### src/rtl/det_pkg.sv
// Shared types and constants for the sequenced 2x2/3x3 determinant controller.
package det_pkg;

  localparam int DATA_W_DEF = 8;
  localparam int OUT_W_DEF  = 8;

  typedef enum logic [1:0] {
    IDLE = 2'd0,
    CALC = 2'd1,
    FIN  = 2'd2
  } state_t;

  localparam logic MODE_2X2 = 1'b0;
  localparam logic MODE_3X3 = 1'b1;

  // Bit j set means cofactor j is subtracted (+,-,+ across row 0).
  localparam logic [2:0] COF_SUB = 3'b010;

endpackage

### src/rtl/minor2.sv
// Combinational 2x2 minor a*d - b*c at full precision (2*DATA_W+1 bits).
module minor2 #(
  parameter int DATA_W = 8
) (
  input  logic signed [DATA_W-1:0] a,
  input  logic signed [DATA_W-1:0] b,
  input  logic signed [DATA_W-1:0] c,
  input  logic signed [DATA_W-1:0] d,
  output logic signed [2*DATA_W:0] m
);

  localparam int MW = 2 * DATA_W + 1;

  logic signed [MW-1:0] ax, bx, cx, dx;

  assign ax = MW'(a);
  assign bx = MW'(b);
  assign cx = MW'(c);
  assign dx = MW'(d);
  assign m  = (ax * dx) - (bx * cx);

endmodule

### src/rtl/det_seq_ctrl.sv
// Determinant sequencer: 2x2 in one step, 3x3 by first-row cofactor expansion
// using a single time-shared minor2 unit and a full-precision accumulator.
module det_seq_ctrl
  import det_pkg::*;
#(
  parameter int DATA_W = DATA_W_DEF,
  parameter int OUT_W  = OUT_W_DEF,
  parameter int ACC_W  = 3 * DATA_W + 3
) (
  input  logic                clk,
  input  logic                rst,
  input  logic                start,
  input  logic                mode,
  input  logic [9*DATA_W-1:0] mat,
  output logic                busy,
  output logic                done,
  output logic [OUT_W-1:0]    det,
  output logic [ACC_W-1:0]    det_full,
  output logic                ovf
);

  // Handshake: start is a request honoured only while the FSM is in IDLE
  // (mode/mat sampled on that same edge); there is no backpressure. done is a
  // one-cycle pulse with det/det_full/ovf valid alongside it, and they hold
  // until the next completion or reset. start outside IDLE is dropped.

  localparam int MW = 2 * DATA_W + 1;

  state_t                     state, state_nxt;
  logic [1:0]                 idx;
  logic                       mode_r;
  logic [9*DATA_W-1:0]        mat_r;
  logic signed [ACC_W-1:0]    acc, acc_nxt, term;
  logic signed [DATA_W-1:0]   ma, mb, mc, md, coef;
  logic signed [MW-1:0]       minor;
  logic [ACC_W-OUT_W:0]       upper;
  logic                       capture, ovf_calc;

  function automatic logic [DATA_W-1:0] elem(input logic [9*DATA_W-1:0] m,
                                             input int r, input int c);
    return m[9*DATA_W-1-DATA_W*(3*r+c) -: DATA_W];
  endfunction

  // Operand steering: idx picks the column excluded from rows 1 and 2.
  always_comb begin
    ma   = elem(mat_r, 1, 1);
    mb   = elem(mat_r, 1, 2);
    mc   = elem(mat_r, 2, 1);
    md   = elem(mat_r, 2, 2);
    coef = elem(mat_r, 0, 0);
    if (mode_r == MODE_2X2) begin
      ma   = elem(mat_r, 0, 0);
      mb   = elem(mat_r, 0, 1);
      mc   = elem(mat_r, 1, 0);
      md   = elem(mat_r, 1, 1);
      coef = '0;
    end else begin
      case (idx)
        2'd1: begin
          ma   = elem(mat_r, 1, 0);
          mb   = elem(mat_r, 1, 2);
          mc   = elem(mat_r, 2, 0);
          md   = elem(mat_r, 2, 2);
          coef = elem(mat_r, 0, 1);
        end
        2'd2: begin
          ma   = elem(mat_r, 1, 0);
          mb   = elem(mat_r, 1, 1);
          mc   = elem(mat_r, 2, 0);
          md   = elem(mat_r, 2, 1);
          coef = elem(mat_r, 0, 2);
        end
        default: ;
      endcase
    end
  end

  minor2 #(.DATA_W(DATA_W)) u_minor (
    .a (ma),
    .b (mb),
    .c (mc),
    .d (md),
    .m (minor)
  );

  always_comb begin
    term    = ACC_W'(coef) * ACC_W'(minor);
    acc_nxt = acc + term;
    if (mode_r == MODE_2X2)
      acc_nxt = ACC_W'(minor);
    else if (COF_SUB[idx])
      acc_nxt = acc - term;
  end

  // Result fits OUT_W only when all bits from OUT_W-1 upward agree.
  assign upper    = acc[ACC_W-1:OUT_W-1];
  assign ovf_calc = !((&upper) || (~|upper));

  always_comb begin
    state_nxt = state;
    capture   = 1'b0;
    case (state)
      IDLE: begin
        if (start) begin
          capture   = 1'b1;
          state_nxt = CALC;
        end
      end
      CALC: begin
        if (mode_r == MODE_2X2 || idx == 2'd2)
          state_nxt = FIN;
      end
      FIN:     state_nxt = IDLE;
      default: state_nxt = IDLE;
    endcase
  end

  always_ff @(posedge clk) begin
    if (!rst) begin
      state    <= IDLE;
      idx      <= '0;
      acc      <= '0;
      mode_r   <= MODE_2X2;
      mat_r    <= '0;
      busy     <= 1'b0;
      done     <= 1'b0;
      det      <= '0;
      det_full <= '0;
      ovf      <= 1'b0;
    end else begin
      state <= state_nxt;
      busy  <= (state != IDLE);
      done  <= (state == FIN);
      if (capture) begin
        mat_r  <= mat;
        mode_r <= mode;
        acc    <= '0;
        idx    <= '0;
      end
      if (state == CALC) begin
        acc <= acc_nxt;
        idx <= idx + 2'd1;
      end
      if (state == FIN) begin
        det_full <= acc;
        det      <= acc[OUT_W-1:0];
        ovf      <= ovf_calc;
      end
    end
  end

endmodule

### config.mk
export PLATFORM = sky130hd
export DESIGN_NAME = det_seq_ctrl
export DESIGN_NICKNAME = d
export VERILOG_FILES = /design/src/rtl/det_pkg.sv /design/src/rtl/minor2.sv /design/src/rtl/det_seq_ctrl.sv
export SDC_FILE = /design/constraint.sdc
export NUM_CORES = 1
export LEC_CHECK = 0
export BUFFER_PORTS_ARGS = -buffer_cell sky130_fd_sc_hd__buf_2
export CAP_MARGIN = 20
export CORE_MARGIN = 10
export CORE_UTILIZATION = 57
export DETAILED_ROUTE_END_ITERATION = 10
export PLACE_DENSITY = 0.83
export SLEW_MARGIN = 40
export SYNTH_ARGS = -nofsm -noshare
export SYNTH_HDL_FRONTEND = slang
export SYNTH_SLANG_ARGS = --single-unit
### constraint.sdc
create_clock -name clk -period 12.2 [get_ports clk]
set_input_delay 0 -clock clk [delete_from_list [all_inputs] [get_ports clk]]
set_output_delay 0 -clock clk [all_outputs]
set_load 0.005 [all_outputs]
## Word level (Yosys, flattened, before mapping)

Cells that the tools add are included.

| word-level totals | value |
|---|---|
| bits in registers | 142 |
| input port bits | 76 |
| word-level logic and storage cells | 59 |
| output and inout bits | 38 |

| operators by class | value |
|---|---|
| $add $sub $neg | 4 |
| magnitude comparators | 1 |
| reductions and logical operators | 11 |
| bitwise operators | 1 |
| eq/ne operators | 6 |
| multiply operators | 3 |
| multiplexer cells | 23 |

Operators by type and width:

| kind | count |
|---|---|
| two-way mux 27 bit | 4 |
| two-way mux 8 bit | 9 |
| multiplier 8 x 8 -> 16 bit | 2 |
| adder 27 x 25 -> 27 bit | 1 |
| subtractor 27 x 25 -> 27 bit | 1 |
| multiplier 8 x 17 -> 25 bit | 1 |
| AND reduction 20 bit | 1 |
| OR reduction 20 bit | 1 |
| subtractor 16 x 16 -> 17 bit | 1 |
| case mux 8 bit (2 select lines) | 1 |
| two-way mux 2 bit | 4 |
| equality test 2 x 1 -> 1 bit, second input constant | 2 |
| equality test 2 bit, second input constant | 2 |
| != test 2 bit, second input constant | 2 |
| case mux 2 bit (2 select lines) | 1 |
| nonzero test 2 bit | 2 |
| < comparator 2 x 3 -> 1 bit, second input constant | 1 |
| two-way mux 1 bit | 3 |
| adder 2 x 1 -> 2 bit, second input constant | 1 |
| binary-select mux 1 bit (select 2 bit) | 1 |
| zero test 1 bit | 2 |
| zero test 2 bit | 1 |
| logical OR 1 bit | 2 |
| AND reduction 2 bit | 1 |
| other kinds (2) | 2 |

## Longest topological paths before layout

Gate-level depths: netlist of run 1.

| logic depth | value |
|---|---|
| word-level depth | 11 |
| mapped depth | 60 |
| gate-level depth less buffers | 58 |

## Modules after synthesis

A second synthesis of run 1 with hierarchy kept.

| second synthesis, totals | value |
|---|---|
| cell total of the unflattened synthesis | 2228 |
| area, all modules | 18277.5 sq um |

By module, submodules not included:

| module | area an instance (sq um) | cells each | times used | seq. area each (sq um) |
|---|---|---|---|---|
| det_seq_ctrl | 12892.4 | 1653 | 1 | 2682.6 |
| minor2 | 5385.2 | 575 | 1 | 0.0 |

## Worst setup path before layout of run 1

Ideal clock, no wire load.

| timing | value |
|---|---|
| path kind | reg2reg |
| from | register idx[0] |
| to | register acc[26] |
| required time | 12134 ps |
| cell stages (with the launch flop) | 54 |
| library setup time | 66 ps |
| path slack | -788 ps |
| data arrival time | 12923 ps |
| period minus slack after synthesis | 12988 ps |
| buffers on the path | 3 |
| cells stage by stage | dfxtp_1 > inv_1 > ha_1 > buf_1 > clkbuf_1 > mux2i_1 > nor2_1 > a21oi_1 > or2_2 > fa_1 > fa_1 > inv_1 > fa_1 > fa_1 > fa_1 > inv_1 > fa_1 > inv_1 > [... 18 more ...] > o21ai_1 > o31a_1 > and4b_4 > a311oi_4 > o2111ai_2 > nand2_1 > xnor2_1 > ha_1 > a21oi_1 > o21ai_0 > a2111oi_0 > o21ai_0 > a31o_2 > a21oi_1 > xnor2_1 > xnor2_1 > a21o_1 > a21boi_2 |

| between the ends | value |
|---|---|
| word-level cells in the longest chain between the ends | 11 |
| elaborated cells between the ends (all ways) | 24 |
| those cells by class | 3 x add/sub; 3 x mul; 2 x eq/ne; 15 x mux; 1 x reduce/logical |

RTL lines:

| what | line | source |
|---|---|---|
| from (decl) | det_seq_ctrl.sv:30 | `logic [1:0] idx;` |
| from (signal assigned) | det_seq_ctrl.sv:142 | `idx <= idx + 2'd1;` |
| equality test 2 bit / equality test 2 x 1 -> 1 bit (equally long branches) | det_seq_ctrl.sv:58 | `case (idx)` |
| OR reduction 2 bit (no source line) | - |  |
| two-way mux 8 bit | det_seq_ctrl.sv:58 |  |
| two-way mux 8 bit | det_seq_ctrl.sv:51 | `if (mode_r == MODE_2X2) begin` |
| multiplier 8 x 8 -> 16 bit | minor2.sv:20 | `assign m = (ax * dx) - (bx * cx);` |
| subtractor 16 x 16 -> 17 bit | minor2.sv:20 |  |
| multiplier 8 x 17 -> 25 bit | det_seq_ctrl.sv:87 | `term = ACC_W'(coef) * ACC_W'(minor);` |
| adder 27 x 25 -> 27 bit / subtractor 27 x 25 -> 27 bit (equally long branches) | det_seq_ctrl.sv:88, det_seq_ctrl.sv:92 |  |
| two-way mux 27 bit | det_seq_ctrl.sv:91 | `else if (COF_SUB[idx])` |
| two-way mux 27 bit (*) | det_seq_ctrl.sv:89 | `if (mode_r == MODE_2X2)` |
| two-way mux 27 bit (*) | det_seq_ctrl.sv:140 | `if (state == CALC) begin` |
| to (signal assigned) | det_seq_ctrl.sv:141 | `acc <= acc_nxt;` |
| to (decl) | det_seq_ctrl.sv:33 | `logic signed [ACC_W-1:0] acc, acc_nxt, term;` |

Every way passes the cells marked *; elsewhere a longest branch is shown, timed or not. The select of a mux whose other input is x is not followed.
A chain may end at the register's enable or synchronous reset.

## Worst setup path after layout of run 1

Ends and elaborated chain as after synthesis.

==> results of run 1 <==
[worst min-delay path: cells and delay by family]
kind            cells  cell delay (ns)
compound gates      1             0.07
buf+inv             1             0.13
simple gates        2             0.27
[timing repair]
action                                  in CTS  in global routing
hold endpoints to repair                    73                  0
endpoints found under the setup margin      14                 13
gates cloned                                 0                  0
pin swaps                                   40                112
setup buffers                               11                 37
hold buffers                                73                  0
resized for setup                           62                154
[layer usage]
layer  vias to the layer above  share of wire (%)  global-route usage [%]
li1                       7690                  -                       -
met1                      8217                 36                    31.7
met2                       712                 51                    52.6
met3                       232                6.6                    5.88
met4                         0                5.9                    15.0
met5                         -                  0                       0
[through the flow]
| step | total power, mW | utilization (%) | setup slack (ns) | setup TNS [ns] |
|---|---|---|---|---|
| floorplan | 3.42 | - | 0.0182 | 0 |
| global placement | 5.56 | 66.5 | -0.359 | -1.08 |
| detailed placement | 5.69 | 66.5 | -0.833 | -6.53 |
| CTS | 6.51 | 71.8 | 0.00262 | 0 |
| global route | 7.77 | 74.9 | -0.515 | -1.68 |
| finish | 7.34 | 74.9 | -0.121 | -0.121 |
[area by class of cell]
cell class	count	area, sq um	area share, %
clock buffers	21	450	1.95
multi-input cells	1610	14500	63.0
well taps	396	495	2.15
inverters	346	1300	5.65
repair buffers	467	3490	15.2
clock inverters	11	101	0.440
flip-flops and latches	134	2690	11.7
[registers in the layout (all words and copies together), names as in the netlist]
name / count
mode_r: 1
state: 2
idx: 2
busy: 1
mat_r: 72
ovf: 1
det: 7
acc: 27
done: 1
det_full: 20
[report_power, final]
| part | switching (mW) | internal (mW) | leakage, nW |
|---|---|---|---|
| registers | 0.0541 | 0.478 | 1.09 |
| clock network | 0.207 | 0.285 | 0.259 |
| logic | 3.29 | 3.02 | 9.22 |
| total | 3.55 | 3.78 | 10.6 |
[logic make-up after synthesis]
group,after synthesis
and+or+nand+nor,720
buffers and inverters,433
xor gates and xnor gates,98
DFF,134
adders and majority gates,380
AOI/OAI and AO/OA,378
muxes,34
[worst paths after layout]
check | start | end | slack [ns] | cells after the start
worst max-delay path | idx[0] | acc[26] | -0.12 | 55
worst min register to register | det_full[9] | det_full[9] | 0.46 | 2
worst max register to register | idx[0] | acc[26] | -0.12 | 55
worst min-delay path | start | acc[1] | 0.06 | 4
[cell usage after synthesis (29+ instances only)]
| master | instances |
|---|---|
| inv_1 | 345 |
| nand2_1 | 281 |
| fa_1 | 247 |
| nor2_1 | 244 |
| dfxtp_1 | 134 |
| ha_1 | 133 |
| a21boi_0 | 112 |
| a21oi_1 | 103 |
| xnor2_1 | 69 |
| clkbuf_1 | 62 |
| o21ai_0 | 52 |
| or2_2 | 45 |
| mux2i_1 | 32 |
| xor2_1 | 29 |
==> metrics, run 1 <==
status=complete, but fails checks; failing checks=negative setup slack; DP Wirelength=43100 microns; top_reg_cell synth=dfxtp_1; min-delay worst type=in -> reg; crit-path max FO=6; Critical Path Start Type=flip-flop; final hold slack=roughly 0.062 ns; via/cell ratio=5.65; layout cells sized above 1=roughly a quarter; most frequent cells in the layout=inv_1 (336), nand2_1 (278), buf_4 (267); First-pass DRT Iterations=5; synthesis-to-finish area growth=29.1%; Mapped Cells=2177; Worst EP arrival=between 10 and 15 ns; vias=16900; Leak=10.6 nW; antenna viol nets, final=0; Clock Sinks=about 130; cell total after placement=2834; Buffers & Inverters on Critical Path=13; Worst Setup End Kind=flip-flop; Synth area leaders=fa_1 (28%), dfxtp_1 (15%), ha_1 (9.3%); sequential area share after synthesis=between 10% and 20%; CTS tree=yes; IR drop worst, VDD=between 0.3 and 0.4 mV; Crit path largest cell delay=0.54 ns; RSZ-0062 raised after global routing=true; via count of the first global-routing pass=17700; Root Driver=clkbuf_16; gp weighted congestion=1.05; Total GRT Usage=29.1%; CP max stage cell=fa_1; initial DRC count=1021; CTS buffer count=17; commonest non-fill, non-tap cell in the layout=inv_1; minimum clock period=12.32 ns; CP top delay family=adder cells; CTS H-tree lvls=4; Pwr per Cell Area=318 nW/um^2; largest net degree at the start of global routing=85; Slew Viols, Final=0; Initial Utilization=58.1%; worst relative slew slack=between 40% and 50%; initial antenna violation count=0; cell taking the most area after synthesis=fa_1; Mapped Area=17900 sq um; # port buffers=113; Mapped Avg Cell Area=8.20 sq um; DRC=0; final worst slack=-0.121 ns; largest family of logic cells by synthesized area=adder cells; Synth cell types=63; WS Path Type=reg -> reg; Required @ worst endpoint=about 13 ns; core footprint=30700 sq um; Die Area=slightly below 40000 sq um; Placement Cell Area=~20000 sq um; max-cap violation count=0; Synth Warn #=0; row count=64; nets=3032; Slew @ Worst Pin=approximately 0.85 ns; Post-Route WL=just under 60000 microns; Clock Latency Late Sink=0.45 ns; Final Skew=0.0130 ns; xor-xnor portion of the synthesized cell area=4.81%; Boundary Pins=114; simple-gate share of the synthesized area=17.8%; Fin. Hold Viols=0; mux cell area share after synthesis=under 10%; post-route cell area=23000 sq um; Compound-Gate Fraction of Synth Area=14.1%; GR Overflow Total=0; adder-cell share of the synthesized area=between 30% and 40%; top-area cell type share of the netlist area=27.7%; DIE WIDTH=197 microns; Setup Viol. Count Final=1; most used cell, CP=fa_1; Antenna Cells=0; Chip Height=197 microns; post-synthesis register bit count=134; Post-synth EDFFs=0; fmax=81.2 MHz; fill cell count=between 2000 and 2500; syn_nets=2633; Async SR Flop Fraction=0%; final cycle utilization of the critical path=101%; Routed WL per cell=19.4 microns; first-pass GRT wire length=90500 microns; clock buffer depth=2; Final Non-Filler Cells=2985; Worst-path clk slew=0.06 ns
(Power assumes the default switching activity.)
==> run 2, diff against run 1 <==
--- a/config.mk
+++ b/config.mk
@@ -5,12 +5,13 @@
 export SDC_FILE = /design/constraint.sdc
 export NUM_CORES = 1
 export LEC_CHECK = 0
+export ABC_AREA = 0
 export BUFFER_PORTS_ARGS = -buffer_cell sky130_fd_sc_hd__buf_2
 export CAP_MARGIN = 20
 export CORE_MARGIN = 10
 export CORE_UTILIZATION = 57
 export DETAILED_ROUTE_END_ITERATION = 10
-export PLACE_DENSITY = 0.83
+export PLACE_DENSITY = 0.8
 export SLEW_MARGIN = 40
 export SYNTH_ARGS = -nofsm -noshare
 export SYNTH_HDL_FRONTEND = slang
==> constraint.sdc (replaced) <==
create_clock -name clk -period 14.9 [get_ports clk]
set_input_delay 0 -clock clk [delete_from_list [all_inputs] [get_ports clk]]
set_output_delay 0 -clock clk [all_outputs]
set_load 0.005 [all_outputs]
==> run 2 against run 1 <==
Compared with the run above:
- the run now ends clean
- non-clock buffer count decreased by 255
- critical endpoint unchanged
- final cell count shrank 8.6%
- highest routed layer unchanged
- hold slack better by 0.19 ns
==> metrics, run 2 (synthesis gave the netlist of run 1 again) <==
synthesis-to-finish area growth=12.9% (was 29.1%); worst relative slew slack=43.6% (was 43.5%); Worst EP arrival=14.28 ns (was 12.71 ns); min-delay worst type=in -> reg (unchanged); RSZ-0062 raised after global routing=false (was true); DRC=0 (unchanged); largest reg by FF count=mat_r (unchanged); Pwr per Cell Area=208 nW/um^2 (was 318 nW/um^2); Die Area=38800 sq um (unchanged); Clock Sinks=134 (unchanged); commonest non-fill, non-tap cell in the layout=inv_1 (unchanged); Routed WL per cell=17.7 microns (was 19.4 microns); max reg flops=72 (unchanged); fmax=71.9 MHz (was 81.2 MHz); DIE WIDTH=197 microns (unchanged); most frequent cells in the layout=inv_1 (345), nand2_1 (280), fa_1 (247) (was inv_1 (336), nand2_1 (278), buf_4 (267)); Slew @ Worst Pin=0.846 ns (was 0.845 ns); CTS tree=yes (unchanged); Initial Utilization=58.1% (unchanged); First-pass DRT Iterations=5 (unchanged); max-cap violation count=0 (unchanged); fill cell count=2507 (was 2056); Critical Path Start Type=flip-flop (unchanged); top flop regs=mat_r: 72 flops, acc: 27 flops, det_full: 20 flops (unchanged); Power Total=4.20 mW (was 7.34 mW); IR drop worst, VDD=0.192 mV (was 0.321 mV); gp weighted congestion=0.960 (was 1.05); Setup Viol. Count Final=0 (was 1); via count of the first global-routing pass=16000 (was 17700); Root Driver=clkbuf_16 (unchanged); Worst-path clk slew=0.06 ns (about the same); Chip Height=197 microns (unchanged); Worst Setup End Kind=flip-flop (unchanged); Required @ worst endpoint=15.27 ns (was 12.59 ns); minimum clock period=13.92 ns (was 12.32 ns); Antenna Cells=0 (unchanged); clock buffer depth=2 (unchanged); Leak=9.30 nW (was 10.6 nW); GR Overflow Total=0 (unchanged); CP max stage cell=ha_2 (was fa_1); status=completed (was complete, but fails checks); Clock Latency Late Sink=0.43 ns (was 0.45 ns); vias=15200 (was 16900); Fin. Hold Viols=0 (unchanged); antenna viol nets, final=0 (unchanged); first-pass GRT wire length=80600 microns (was 90500 microns); most used cell, CP=fa_1 (unchanged); crit-path max FO=15 (was 6); largest net degree at the start of global routing=132 (was 85); WS Path Type=reg -> reg (unchanged); Hold Path Sink=state[0] (was acc[1]); # port buffers=113 (unchanged); CTS buffer count=17 (unchanged); Slew Viols, Final=0 (unchanged); WHS Path Cells=3 (was 4); final cycle utilization of the critical path=93.4% (was 101%); Post-Route WL=48200 microns (was 58000 microns); core footprint=30700 sq um (unchanged); DP Wirelength=37600 microns (was 43100 microns); CTS H-tree lvls=4 (unchanged); setup slack, reg-to-reg=0.98 ns (was -0.12 ns); initial antenna violation count=0 (unchanged); Boundary Pins=114 (unchanged); row count=64 (unchanged); hold_sp=rst (was start); Fin Setup TNS=0 ns (was -0.121 ns); Final Skew=0.0121 ns (was 0.0130 ns); r2r endpoint=acc[26] (unchanged); via/cell ratio=5.59 (was 5.65); r2r worst-path depth=51 (was 55); Total GRT Usage=25.2% (was 29.1%); reg-to-reg startpoint=idx[0] (unchanged); Crit path largest cell delay=0.60 ns (was 0.54 ns); layout cells sized above 1=10.7% (was 25.7%); nets=2777 (was 3032); initial DRC count=1015 (was 1021)
-- run 2: cell count changes in the layout (fill, tap and decap cells not counted), sizes merged --
| cell | delta |
|---|---|
| clkinvlp | -2 |
| buf | -255 |
| inv | +1 |
| clkinv | -2 |
| clkbuf | -1 |
| bufinv | +2 |
-- run 2: critical path: cells and delay by family (launching register included) --
family / cells / cell delay [ns]
simple gates: 7 / 1.01
flops: 1 / 0.37
xor+xnor: 4 / 0.67
buf+inv: 8 / 0.47
fa+ha+maj: 14 / 6.60
compound gates: 17 / 4.47
mux: 1 / 0.25
-- run 2: final cells by class --
cell class | count | area [sq um] | area share [%]
multi-input combinational | 1610 | 13600 | 67.4
clock buffer | 20 | 447 | 2.22
clock inverter | 10 | 149 | 0.739
tap | 396 | 495 | 2.46
sequential | 134 | 2680 | 13.3
inverter | 346 | 1300 | 6.46
timing repair buffer | 212 | 1500 | 7.42
-- run 2: power breakdown --
group / switching [mW] / internal, mW
registers: 0.0399 / 0.392
clock network: 0.165 / 0.267
logic: 2.05 / 1.29
total: 2.25 / 1.95
-- run 2: worst max path at each step --
stage	to	depth (start not counted)	start
3_5_place_dp	acc[26]	55	idx[0]
3_3_place_gp	acc[26]	53	idx[0]
4_1_cts	acc[26]	55	idx[0]
2_1_floorplan	acc[26]	53	idx[0]
6_report	acc[26]	51	idx[0]
5_1_grt	acc[26]	53	idx[0]
-- run 2: routing by layer --
metal / track usage (%) / vias to the layer above / wire length, microns
met3: 4.09 / 124 / 2330
met5: 0 / - / 0
met2: 46.0 / 493 / 24800
li1: - / 7181 / -
met1: 29.2 / 7443 / 19200
met4: 9.31 / 0 / 1820
-- run 2: metrics by stage --
step	setup WS (ns)	hold WS, ns	utilization, %	cell area (sq um)	std cells
floorplan	1.91	0.145	-	17900	2177
finish	0.983	0.252	65.6	20200	2728
CTS	0.349	0.236	65.4	20100	2728
global placement	0.824	0.255	61.0	18800	2625
global route	0.0303	0.287	65.6	20200	2728
detailed placement	0.427	0.260	61.1	18800	2625
-- run 2: what timing repair did --
action                     in CTS  in global routing
buffers inserted                0                  0
hold endpoints to repair       73                  0
resized for setup               0                 10
hold buffers                   73                  0
setup endpoints to repair       0                  2
==> run 3, diff against run 2 <==
--- a/config.mk
+++ b/config.mk
@@ -11,7 +11,7 @@
 export CORE_MARGIN = 10
 export CORE_UTILIZATION = 57
 export DETAILED_ROUTE_END_ITERATION = 10
-export PLACE_DENSITY = 0.8
+export PLACE_DENSITY = 0.77
 export SLEW_MARGIN = 40
 export SYNTH_ARGS = -nofsm -noshare
 export SYNTH_HDL_FRONTEND = slang
==> constraint.sdc (replaced) <==
create_clock -name clk -period 14.9 [get_ports clk]
set_input_delay 0.745 -clock clk [delete_from_list [all_inputs] [get_ports clk]]
set_output_delay 0.745 -clock clk [all_outputs]
set_load 0.005 [all_outputs]
==> run 3 against run 2 <==
Compared with the run above:
- core utilization fell by 2.5 points
- register-to-register slack better by 0.09 ns
- clock-buffer cell count unchanged
- critical endpoint unchanged
- largest cell class unchanged
==> metrics, run 3 (synthesis gave the netlist of run 1 again) <==
status=completed (unchanged); First-pass DRT Iterations=6 (was 5); vias=14700 (was 15200); initial antenna violation count=0 (unchanged); combinational share of power=79.2% (was 79.4%); fmax=72.3 MHz (was 71.9 MHz); # hold bufs at CTS=0 (was 73); initial DRC count=1015 (unchanged); Critical Path Start Type=flip-flop (unchanged); switching pwr=2.22 mW (was 2.25 mW); largest reg by FF count=mat_r (unchanged); DRC=0 (unchanged); via count of the first global-routing pass=15300 (was 16000); Initial Utilization=58.1% (unchanged); Final Skew=0.0102 ns (was 0.0121 ns); # port buffers=113 (unchanged); layout cells sized above 1=10.7% (about the same); CTS tree=yes (unchanged); Leak=8.99 nW (was 9.30 nW); Die Area=38800 sq um (unchanged); nets=2703 (was 2777); Setup Viol. Count Final=0 (unchanged); minimum clock period=13.82 ns (was 13.92 ns); IR drop worst, VDD=0.164 mV (was 0.192 mV); Clk network pwr share=10.3% (about the same); DIE WIDTH=197 microns (unchanged); most frequent cells in the layout=inv_1 (345), nand2_1 (280), fa_1 (247) (unchanged); Clock Sinks=134 (unchanged); max-cap violation count=0 (unchanged); Post-Route WL=44900 microns (was 48200 microns); Placement Cell Area=18800 sq um (about the same); Slew @ Worst Pin=0.848 ns (was 0.846 ns); CP max stage cell=ha_2 (unchanged); Boundary Pins=114 (unchanged); RSZ-0062 raised after global routing=false (unchanged); Crit path largest cell delay=0.64 ns (was 0.60 ns); gp weighted congestion=0.940 (was 0.960); sequential power share=10.5% (was 10.3%); row count=64 (unchanged); Fin. Hold Viols=0 (unchanged); GR Overflow Total=0 (unchanged); Fin Setup TNS=0 ns (unchanged); fill cell count=2640 (was 2507); Slew Viols, Final=0 (unchanged); Root Driver=clkbuf_16 (unchanged); max reg flops=72 (unchanged); Sw Share=53.8% (was 53.6%); Worst-path clk slew=0.06 ns (about the same); final cycle utilization of the critical path=92.8% (was 93.4%); crit-path max FO=22 (was 15); Clock Latency Late Sink=0.43 ns (about the same); post-route cell area=19400 sq um (was 20200 sq um); Routed WL per cell=16.9 microns (was 17.7 microns); most used cell, CP=inv_1 (was fa_1); P_int=1.91 mW (was 1.95 mW); worst relative slew slack=43.5% (was 43.6%); antenna viol nets, final=0 (unchanged); CTS buffer count=17 (unchanged); largest net degree at the start of global routing=131 (was 132); min-delay worst type=reg -> reg (was in -> reg); Chip Height=197 microns (unchanged); core footprint=30700 sq um (unchanged); Worst Setup End Kind=flip-flop (unchanged); Pwr per Cell Area=213 nW/um^2 (was 208 nW/um^2); WS Path Type=reg -> reg (unchanged); Antenna Cells=0 (unchanged); first-pass GRT wire length=76100 microns (was 80600 microns); Required @ worst endpoint=15.27 ns (about the same); Total GRT Usage=23.8% (was 25.2%); commonest non-fill, non-tap cell in the layout=inv_1 (unchanged); DP Wirelength=37000 microns (was 37600 microns); CTS H-tree lvls=4 (unchanged); via/cell ratio=5.53 (was 5.59); post-CTS setup buffer count=0 (unchanged); top flop regs=mat_r: 72 flops, acc: 27 flops, det_full: 20 flops (unchanged); Worst EP arrival=14.20 ns (was 14.28 ns); clock buffer depth=2 (unchanged); synthesis-to-finish area growth=8.66% (was 12.9%)
run 3: cell count changes in the layout (fill, tap and decap cells not counted):
cell           change
bufinv_16          -1
clkbuf_1           -1
a21oi_2            -8
clkinv_4           +1
buf_12             +1
clkinv_2           +1
clkbuf_8           +1
dlygate4sd3_1     -73
xor2_1             +1
a21oi_1            +8
inv_6              +2
clkinvlp_4         -1
buf_4              -2
xor2_2             -1
run 3: worst max-delay path, delay by kind of cell, from the launching register on:
family	cells	cell delay, ns
xor gates and xnor gates	4	0.90
AOI/OAI and AO/OA	18	4.15
muxes	1	0.24
DFF	1	0.37
buffers and inverters	10	0.80
adders and majority gates	14	6.36
and+or+nand+nor	6	0.92
run 3: metal layers:
metal	up-vias	global-route usage, %	part of all wire [%]
met1	7148	28.9	42
met5	-	0	0
met3	97	3.51	4.6
met2	414	42.5	50
met4	0	7.38	3.1
li1	7027	-	-
run 3: power by group through the flow:
stage | sequential [mW] | clock (mW) | combinational, mW
finish | 0.432 | 0.426 | 3.27
global route | 0.434 | 0.446 | 3.64
CTS | 0.430 | 0.429 | 3.26
detailed placement | 0.438 | 0 | 3.25
global placement | 0.437 | 0 | 3.18
floorplan | 0.422 | 0 | 2.33
run 3: area by class of cell:
class	instances	area (sq um)	share of cell area [%]
multi-input combinational	1610	13500	69.8
sequential	134	2680	13.8
inverter	346	1300	6.71
timing repair buffer	138	769	3.97
tap	396	495	2.55
clock buffer	20	457	2.35
clock inverter	12	143	0.735
run 3: worst paths after layout:
kind                                  start           to  slack, ns  depth (start not counted)
worst min-delay path            det_full[9]  det_full[9]       0.46                          2
worst max register to register       idx[0]      acc[26]       1.08                         53
worst min register to register  det_full[9]  det_full[9]       0.46                          2
worst max-delay path                 idx[0]      acc[26]       1.08                         53
run 3: through the flow:
| step | utilization, % | power [mW] | worst slack (ns) | instances | hold WS [ns] |
|---|---|---|---|---|---|
| 6_report | 63.1 | 4.13 | 1.08 | 2656 | 0.462 |
| 5_1_grt | 63.1 | 4.52 | 0.0929 | 2656 | 0.495 |
| 4_1_cts | 62.9 | 4.12 | 0.727 | 2655 | 0.466 |
| 3_5_place_dp | 61.0 | 3.69 | 0.812 | 2623 | 0.458 |
| 3_3_place_gp | 60.9 | 3.61 | 0.825 | 2623 | 0.454 |
| 2_1_floorplan | - | 2.75 | 1.91 | 2177 | 0.443 |
run 3: timing repair:
action / 4_1_cts / 5_1_grt
hold endpoints to repair: 0 / 0
endpoints found under the setup margin: 0 / 1
gates resized for setup: 0 / 3
